File: config.mk
export PLATFORM = sky130hd
export DESIGN_NAME = grain_prog_sequencer
export DESIGN_NICKNAME = d
export VERILOG_FILES = /design/src/rtl/grain_prog_pkg.sv /design/src/rtl/grain_prog_crc16.sv /design/src/rtl/grain_prog_sequencer.sv
export SDC_FILE = /design/constraint.sdc
export NUM_CORES = 1
export LEC_CHECK = 0
export ABC_AREA = 1
export BUFFER_PORTS_ARGS = -buffer_cell sky130_fd_sc_hd__buf_2
export CORE_MARGIN = 3
export CORE_UTILIZATION = 51
export DETAILED_ROUTE_END_ITERATION = 12
export PLACE_DENSITY_LB_ADDON = 0.1
export SLEW_MARGIN = 20
export SYNTH_ARGS = -nofsm -noshare
export SYNTH_HDL_FRONTEND = slang
export SYNTH_SLANG_ARGS = --single-unit
File: constraint.sdc
create_clock -name clk -period 1.8 [get_ports clk]
set_clock_uncertainty 0.2 [all_clocks]
set_input_delay 0.09 -clock clk [delete_from_list [all_inputs] [get_ports clk]]
set_output_delay 0.09 -clock clk [all_outputs]
set_load 0.005 [all_outputs]
File: src/rtl/grain_prog_pkg.sv
// Shared constants for the GrainFlex programming sequencer: FSM state codes and
// CRC-16/CCITT parameters used by the optional readback CRC.
package grain_prog_pkg;

    typedef logic [1:0] state_t;

    localparam state_t IDLE = 2'd0;
    localparam state_t PRST = 2'd1;
    localparam state_t LOAD = 2'd2;
    localparam state_t FIN  = 2'd3;

    localparam logic [15:0] CRC_POLY = 16'h1021;
    localparam logic [15:0] CRC_INIT = 16'hFFFF;

    function automatic logic [15:0] crc16_step(input logic [15:0] crc, input logic b);
        return (crc[15] ^ b) ? ({crc[14:0], 1'b0} ^ CRC_POLY) : {crc[14:0], 1'b0};
    endfunction

endpackage

File: src/rtl/grain_prog_crc16.sv
// Bit-serial CRC-16/CCITT over the readback stream; clr loads the init value,
// en folds in one bit. Reset value is 0 so rb_crc reads 0 out of reset.
module grain_prog_crc16
    import grain_prog_pkg::*;
(
    input  logic        clk,
    input  logic        rst_n,
    input  logic        clr,
    input  logic        en,
    input  logic        bit_in,
    output logic [15:0] crc
);

    always_ff @(posedge clk or negedge rst_n) begin
        if (!rst_n)
            crc <= '0;
        else if (clr)
            crc <= CRC_INIT;
        else if (en)
            crc <= crc16_step(crc, bit_in);
    end

endmodule

File: src/rtl/grain_prog_sequencer.sv
// Serial configuration sequencer: byte stream in, prog_rst pulse, then CHAIN_BITS
// bits LSB-first on prog_clk/prog_en/prog_din. Readback CRC under GRAIN_PROG_READBACK_CRC_EN.
module grain_prog_sequencer
    import grain_prog_pkg::*;
#(
    parameter int CHAIN_BITS = 256,
    parameter int CLK_DIV    = 2,
    parameter int RST_CYCLES = 4
) (
    input  logic        clk,
    input  logic        rst_n,
    input  logic        start,
    input  logic        abort,
    input  logic [7:0]  s_data,
    input  logic        s_valid,
    output logic        s_ready,
    output logic        prog_clk,
    output logic        prog_rst,
    output logic        prog_en,
    output logic        prog_din,
    input  logic        prog_dout,
    output logic        busy,
    output logic        done,
    output logic [15:0] rb_crc
);

    localparam int NBYTES = (CHAIN_BITS + 7) / 8;
    localparam int BW     = $clog2(CHAIN_BITS + 1);
    localparam int YW     = $clog2(NBYTES + 1);
    localparam int DW     = $clog2(CLK_DIV + 1);
    localparam int RW     = $clog2(RST_CYCLES + 1);

    state_t        state_q, state_d;
    logic [RW-1:0] rst_cnt_q, rst_cnt_d;
    logic [DW-1:0] div_q, div_d;
    logic [BW-1:0] bit_cnt_q, bit_cnt_d;
    logic [YW-1:0] byte_cnt_q, byte_cnt_d;
    logic [7:0]    hold_q, hold_d;
    logic [2:0]    idx_q, idx_d;
    logic          hold_vld_q, hold_vld_d;
    logic          active_q, active_d;
    logic          s_ready_d, prog_clk_d, prog_rst_d, prog_en_d, prog_din_d, busy_d, done_d;
    logic          start_bit, crc_clr, crc_en;

    always_comb begin
        state_d    = state_q;
        rst_cnt_d  = rst_cnt_q;
        div_d      = div_q;
        bit_cnt_d  = bit_cnt_q;
        byte_cnt_d = byte_cnt_q;
        hold_d     = hold_q;
        idx_d      = idx_q;
        hold_vld_d = hold_vld_q;
        active_d   = active_q;
        prog_clk_d = prog_clk;
        prog_rst_d = prog_rst;
        prog_en_d  = prog_en;
        prog_din_d = prog_din;
        done_d     = 1'b0;
        start_bit  = 1'b0;
        crc_clr    = 1'b0;
        crc_en     = 1'b0;

        case (state_q)
            IDLE: begin
                if (start && !abort) begin
                    state_d    = PRST;
                    prog_rst_d = 1'b1;
                    rst_cnt_d  = '0;
                    div_d      = '0;
                    bit_cnt_d  = '0;
                    byte_cnt_d = '0;
                    hold_d     = '0;
                    idx_d      = '0;
                    hold_vld_d = 1'b0;
                    active_d   = 1'b0;
                    crc_clr    = 1'b1;
                end
            end
            PRST: begin
                if (rst_cnt_q == RW'(RST_CYCLES - 1)) begin
                    state_d    = LOAD;
                    prog_rst_d = 1'b0;
                    prog_en_d  = 1'b1;
                end else begin
                    rst_cnt_d = rst_cnt_q + 1'b1;
                end
            end
            LOAD: begin
                if (s_valid && s_ready) begin
                    hold_d     = s_data;
                    hold_vld_d = 1'b1;
                    byte_cnt_d = byte_cnt_q + 1'b1;
                end
                // active_q=0 is the stall: prog_clk parked low until a bit is held
                if (!active_q) begin
                    start_bit = hold_vld_q;
                end else if (div_q != DW'(CLK_DIV - 1)) begin
                    div_d = div_q + 1'b1;
                end else if (!prog_clk) begin
                    prog_clk_d = 1'b1;
                    div_d      = '0;
                    bit_cnt_d  = bit_cnt_q + 1'b1;
                    crc_en     = 1'b1;
                end else begin
                    prog_clk_d = 1'b0;
                    div_d      = '0;
                    if (bit_cnt_q == BW'(CHAIN_BITS)) begin
                        state_d   = FIN;
                        prog_en_d = 1'b0;
                        done_d    = 1'b1;
                        active_d  = 1'b0;
                    end else if (hold_vld_q) begin
                        start_bit = 1'b1;
                    end else begin
                        active_d = 1'b0;
                    end
                end
                if (start_bit) begin
                    prog_din_d = hold_q[idx_q];
                    idx_d      = idx_q + 1'b1;
                    active_d   = 1'b1;
                    div_d      = '0;
                    // last bit of the chain drops whatever is left of the byte
                    if (idx_q == 3'd7 || bit_cnt_q == BW'(CHAIN_BITS - 1)) begin
                        hold_vld_d = 1'b0;
                        idx_d      = '0;
                    end
                end
            end
            FIN: begin
                state_d    = IDLE;
                prog_din_d = 1'b0;
            end
            default: state_d = IDLE;
        endcase

        if (abort && state_q != IDLE) begin
            state_d    = IDLE;
            prog_clk_d = 1'b0;
            prog_rst_d = 1'b0;
            prog_en_d  = 1'b0;
            prog_din_d = 1'b0;
            done_d     = 1'b0;
            hold_vld_d = 1'b0;
            active_d   = 1'b0;
            crc_en     = 1'b0;
        end

        busy_d    = (state_d != IDLE);
        s_ready_d = (state_d == LOAD) && !hold_vld_d && (byte_cnt_d < YW'(NBYTES));
    end

    always_ff @(posedge clk or negedge rst_n) begin
        if (!rst_n) begin
            state_q    <= IDLE;
            rst_cnt_q  <= '0;
            div_q      <= '0;
            bit_cnt_q  <= '0;
            byte_cnt_q <= '0;
            hold_q     <= '0;
            idx_q      <= '0;
            hold_vld_q <= 1'b0;
            active_q   <= 1'b0;
            s_ready    <= 1'b0;
            prog_clk   <= 1'b0;
            prog_rst   <= 1'b0;
            prog_en    <= 1'b0;
            prog_din   <= 1'b0;
            busy       <= 1'b0;
            done       <= 1'b0;
        end else begin
            state_q    <= state_d;
            rst_cnt_q  <= rst_cnt_d;
            div_q      <= div_d;
            bit_cnt_q  <= bit_cnt_d;
            byte_cnt_q <= byte_cnt_d;
            hold_q     <= hold_d;
            idx_q      <= idx_d;
            hold_vld_q <= hold_vld_d;
            active_q   <= active_d;
            s_ready    <= s_ready_d;
            prog_clk   <= prog_clk_d;
            prog_rst   <= prog_rst_d;
            prog_en    <= prog_en_d;
            prog_din   <= prog_din_d;
            busy       <= busy_d;
            done       <= done_d;
        end
    end

`ifdef GRAIN_PROG_READBACK_CRC_EN
    grain_prog_crc16 u_crc (
        .clk    (clk),
        .rst_n  (rst_n),
        .clr    (crc_clr),
        .en     (crc_en),
        .bit_in (prog_dout),
        .crc    (rb_crc)
    );
`else
    logic unused_crc;
    assign unused_crc = ^{crc_clr, crc_en, prog_dout};
    assign rb_crc     = '0;
`endif

endmodule

==> results.py <==
metrics = {
    "floorplanning": {
        "die_y_um": 74.96,
        "die_w_um": 74.96,
        "rows": 24,
        "ioPinCount": 37,
        "dieArea_mm2": 0.005618,
        "coreArea_mm2": 0.004474,
        "start_util": 0.5419,
    },
    "pwr": {
        "leakagePower_nw": 1.506,
        "total_power_mw": 2.888,
        "clockPowerShare": 0.203,
        "cellPowerDensity_mw_per_mm2": 950.6,
        "p_sw_frac": 0.3791,
        "combinationalPowerShare": 0.377,
        "seqPwrFrac": 0.420,
        "vdd_drop_max_uv": 732.0,
        "p_int_mw": 1.793,
        "power.switching_mw": 1.095,
    },
    "setup_path": {
        "critPathRequiredTime_ps": 1840,
        "r2r-start": "bit_cnt_q[0]",
        "critPathCaptureType": "register",
        "start_kind": "register",
        "cp_data_arrival_time_ps": 1950,
        "criticalPathCategory": "register to register",
        "crit_fanout": 3,
        "worstSetupStartpoint": "bit_cnt_q[0]",
    },
    "logic_synthesis": {
        "synth_top_family_by_area": "simple AND/OR/NAND/NOR gates",
        "synth_simple_gate_area_share": 0.2611,
        "synth-xor-area-share": 0.003612,
        "postSynthAreaPerCell_um2": 8.137,
        "synth_cell_types": 39,
        "ys_seq_area_frac": 0.4334,
        "synth-edff-count": 0,
        "synth_adder_area_share": 0.04128,
        "synthMuxAreaShare": 0,
        "synthesis.area_mm2": 0.002425,
        "ys_ff_latch": 42,
        "yosys_warnings": 0,
        "synth_cells": 298,
        "yosys_most_used_dff": "dfrtp_1",
        "synth_compound_area_frac": 0.1336,
        "async_flop_share": 1.000,
    },
    "status": {
        "status": "finished with violations",
        "violations": "negative setup slack",
    },
    "route": {
        "drc_errors": 0,
        "routed_wl_mm": 5.266,
        "wire_per_inst_um": 12.81,
        "ant_nets": 0,
        "vias": 2034,
        "drt-pass1-iter-count": 4,
        "viasPerCell": 4.949,
        "drt_iter0_drc": 87,
    },
    "place": {
        "hpwl_mm": 3.883,
        "place.gp.congestion": 0.8619,
        "portBuffers": 19,
        "dp_slack_ps": -95.47,
        "place_area_mm2": 0.002685,
        "dp_cells": 387,
    },
    "timing": {
        "rsz0062_at_grt": "yes",
        "hold_slack_ps": 24.81,
        "fmax_mhz": 521.7,
        "setup_viol": 5,
        "fin_crit_sh": 1.065,
        "fin_crit_ps": 1917,
        "setup_ws_ps": -116.9,
        "fin_tns_setup_ps": -377.1,
        "drv_slew": 0,
        "hold_violations": 0,
    },
    "clock_tree": {
        "root_buffer": "clkbuf_8",
        "numCtsBuffers": 5,
        "htree_num_levels": 2,
        "cts.sinks": 42,
        "cts_max_path_buffers": 2,
        "clk_latency_ps": 300,
        "cts.clk_slew.worst_paths_ps": 80,
        "tritoncts": "built",
    },
    "finish": {
        "fin_nets": 381,
        "post-route-util": 0.6790,
        "drive_gt1_frac": 0.2758,
        "synthToLayoutAreaGrowth_pct": 25.28,
        "fin_area_mm2": 0.003038,
        "stdcell_count": 411,
        "diodes": 0,
    },
    "global_routing": {
        "grt_max_degree": 16,
        "grt_pass1_wl_mm": 8.687,
        "antenna_found_initial": 0,
        "grt_pass1_vias": 1967,
        "grt_util_all_layers": 0.2015,
        "globalRouteOverflowTotal": 0,
    },
    "job": {
        "cap_viol_max_count": 0,
    },
    "min_path": {
        "hold_path_class": "input port to async pin",
    },
}
-- worst max-delay path, stage by stage (launching register included) --
cell and delay [ps]:
dfrtp_1 410, ha_4 180, nand2_4 70, nor3_4 40, nand2_1 80, nor2_1 50, ha_1 170, or2_4 250
buf_4 140, nor2_4 110, nand3_1 90, nand2_1 70
-- final timing paths --
check,endpoint,depth (start not counted),slack [ps]
max,idx_q[0],11,-120
min,active_q,2,20
max reg2reg,idx_q[0],11,-120
min reg2reg,div_q[1],2,290
max in group asynchronous,bit_cnt_q[7],3,860
min in group clk,byte_cnt_q[2],5,70
-- cells by family after synthesis --
kind of cell / Yosys count
AO/OA/AOI/OAI: 57
XOR/XNOR: 1
adder cells (fa/ha/maj): 8
buffers and inverters: 62
flip-flops: 42
other: 1
AND/OR/NAND/NOR: 127
-- synthesized netlist by cell type, types with 2 or more instances --
library cell  number  share of area
inv_1             34          0.053
buf_4             16          0.050
a21oi_1           19          0.039
buf_2              2         0.0041
o211ai_1           3         0.0093
nand2_4            2         0.0093
nand2_1           54          0.084
nand3_1           19          0.039
o21ai_0           16          0.033
ha_1               8          0.041
o21ai_1           10          0.021
nor2_1            25          0.039
nor2_4             3          0.014
inv_2              7          0.011
nor2_2             2         0.0052
a21boi_0           2         0.0062
nand2_2            3         0.0077
nand3b_1           2         0.0062
nand4_1            3         0.0077
nor3_1             8          0.017
dfrtp_1           42           0.43
-- layout make-up --
cell class              count  area [µm²]
fillers                   382        1436
flip-flops and latches     42        1052
clock inverters             1       7.507
clock buffers               6       72.57
inverters                  43       180.2
well taps                  52       65.06
repair buffers             58       425.4
multi-input cells         209        1235
-- registers in the layout (all words and copies together), names as in the netlist --
register    flops
state_q         2
busy            1
s_ready         1
prog_en         1
idx_q           3
byte_cnt_q      6
div_q           2
bit_cnt_q       9
prog_rst        1
rst_cnt_q       3
prog_clk        1
active_q        1
done            1
hold_vld_q      1
hold_q          8
prog_din        1
-- cell usage in the layout, fill, tap and decap left out, types with 15 or more instances in the layout --
| cell | n |
|---|---|
| nand2_1 | 53 |
| dfrtp_1 | 41 |
| inv_1 | 31 |
| buf_4 | 28 |
| nor2_1 | 21 |
| buf_2 | 19 |
| a21oi_1 | 17 |
| conb_1 | 16 |
| nand3_1 | 15 |
| o21ai_0 | 15 |
-- timing repair --
action	4_1_cts	5_1_grt
hold endpoints to repair	51	0
buffers inserted	1	6
pin swaps	2	11
resized for setup	7	25
gates cloned	0	0
hold buffers	10	0
endpoints found under the setup margin	6	19
-- power by group through the flow --
stage,registers [mW],clock network (mW),logic [mW]
finish,1.21,0.585,1.09
global route,1.23,0.645,1.24
CTS,1.21,0.609,1.02
detailed placement,1.23,0,0.991
global placement,1.22,0,0.974
floorplan,1.22,0,0.682
-- per-layer routing --
metal  track usage  vias to the layer above  wire, µm
li1              -                     1059         -
met1        0.2715                      938      2462
met2        0.3250                       28      2577
met3       0.03738                        9       144
met4       0.07115                        0        82
met5             0                        -         0
(Power assumes the default switching activity.)
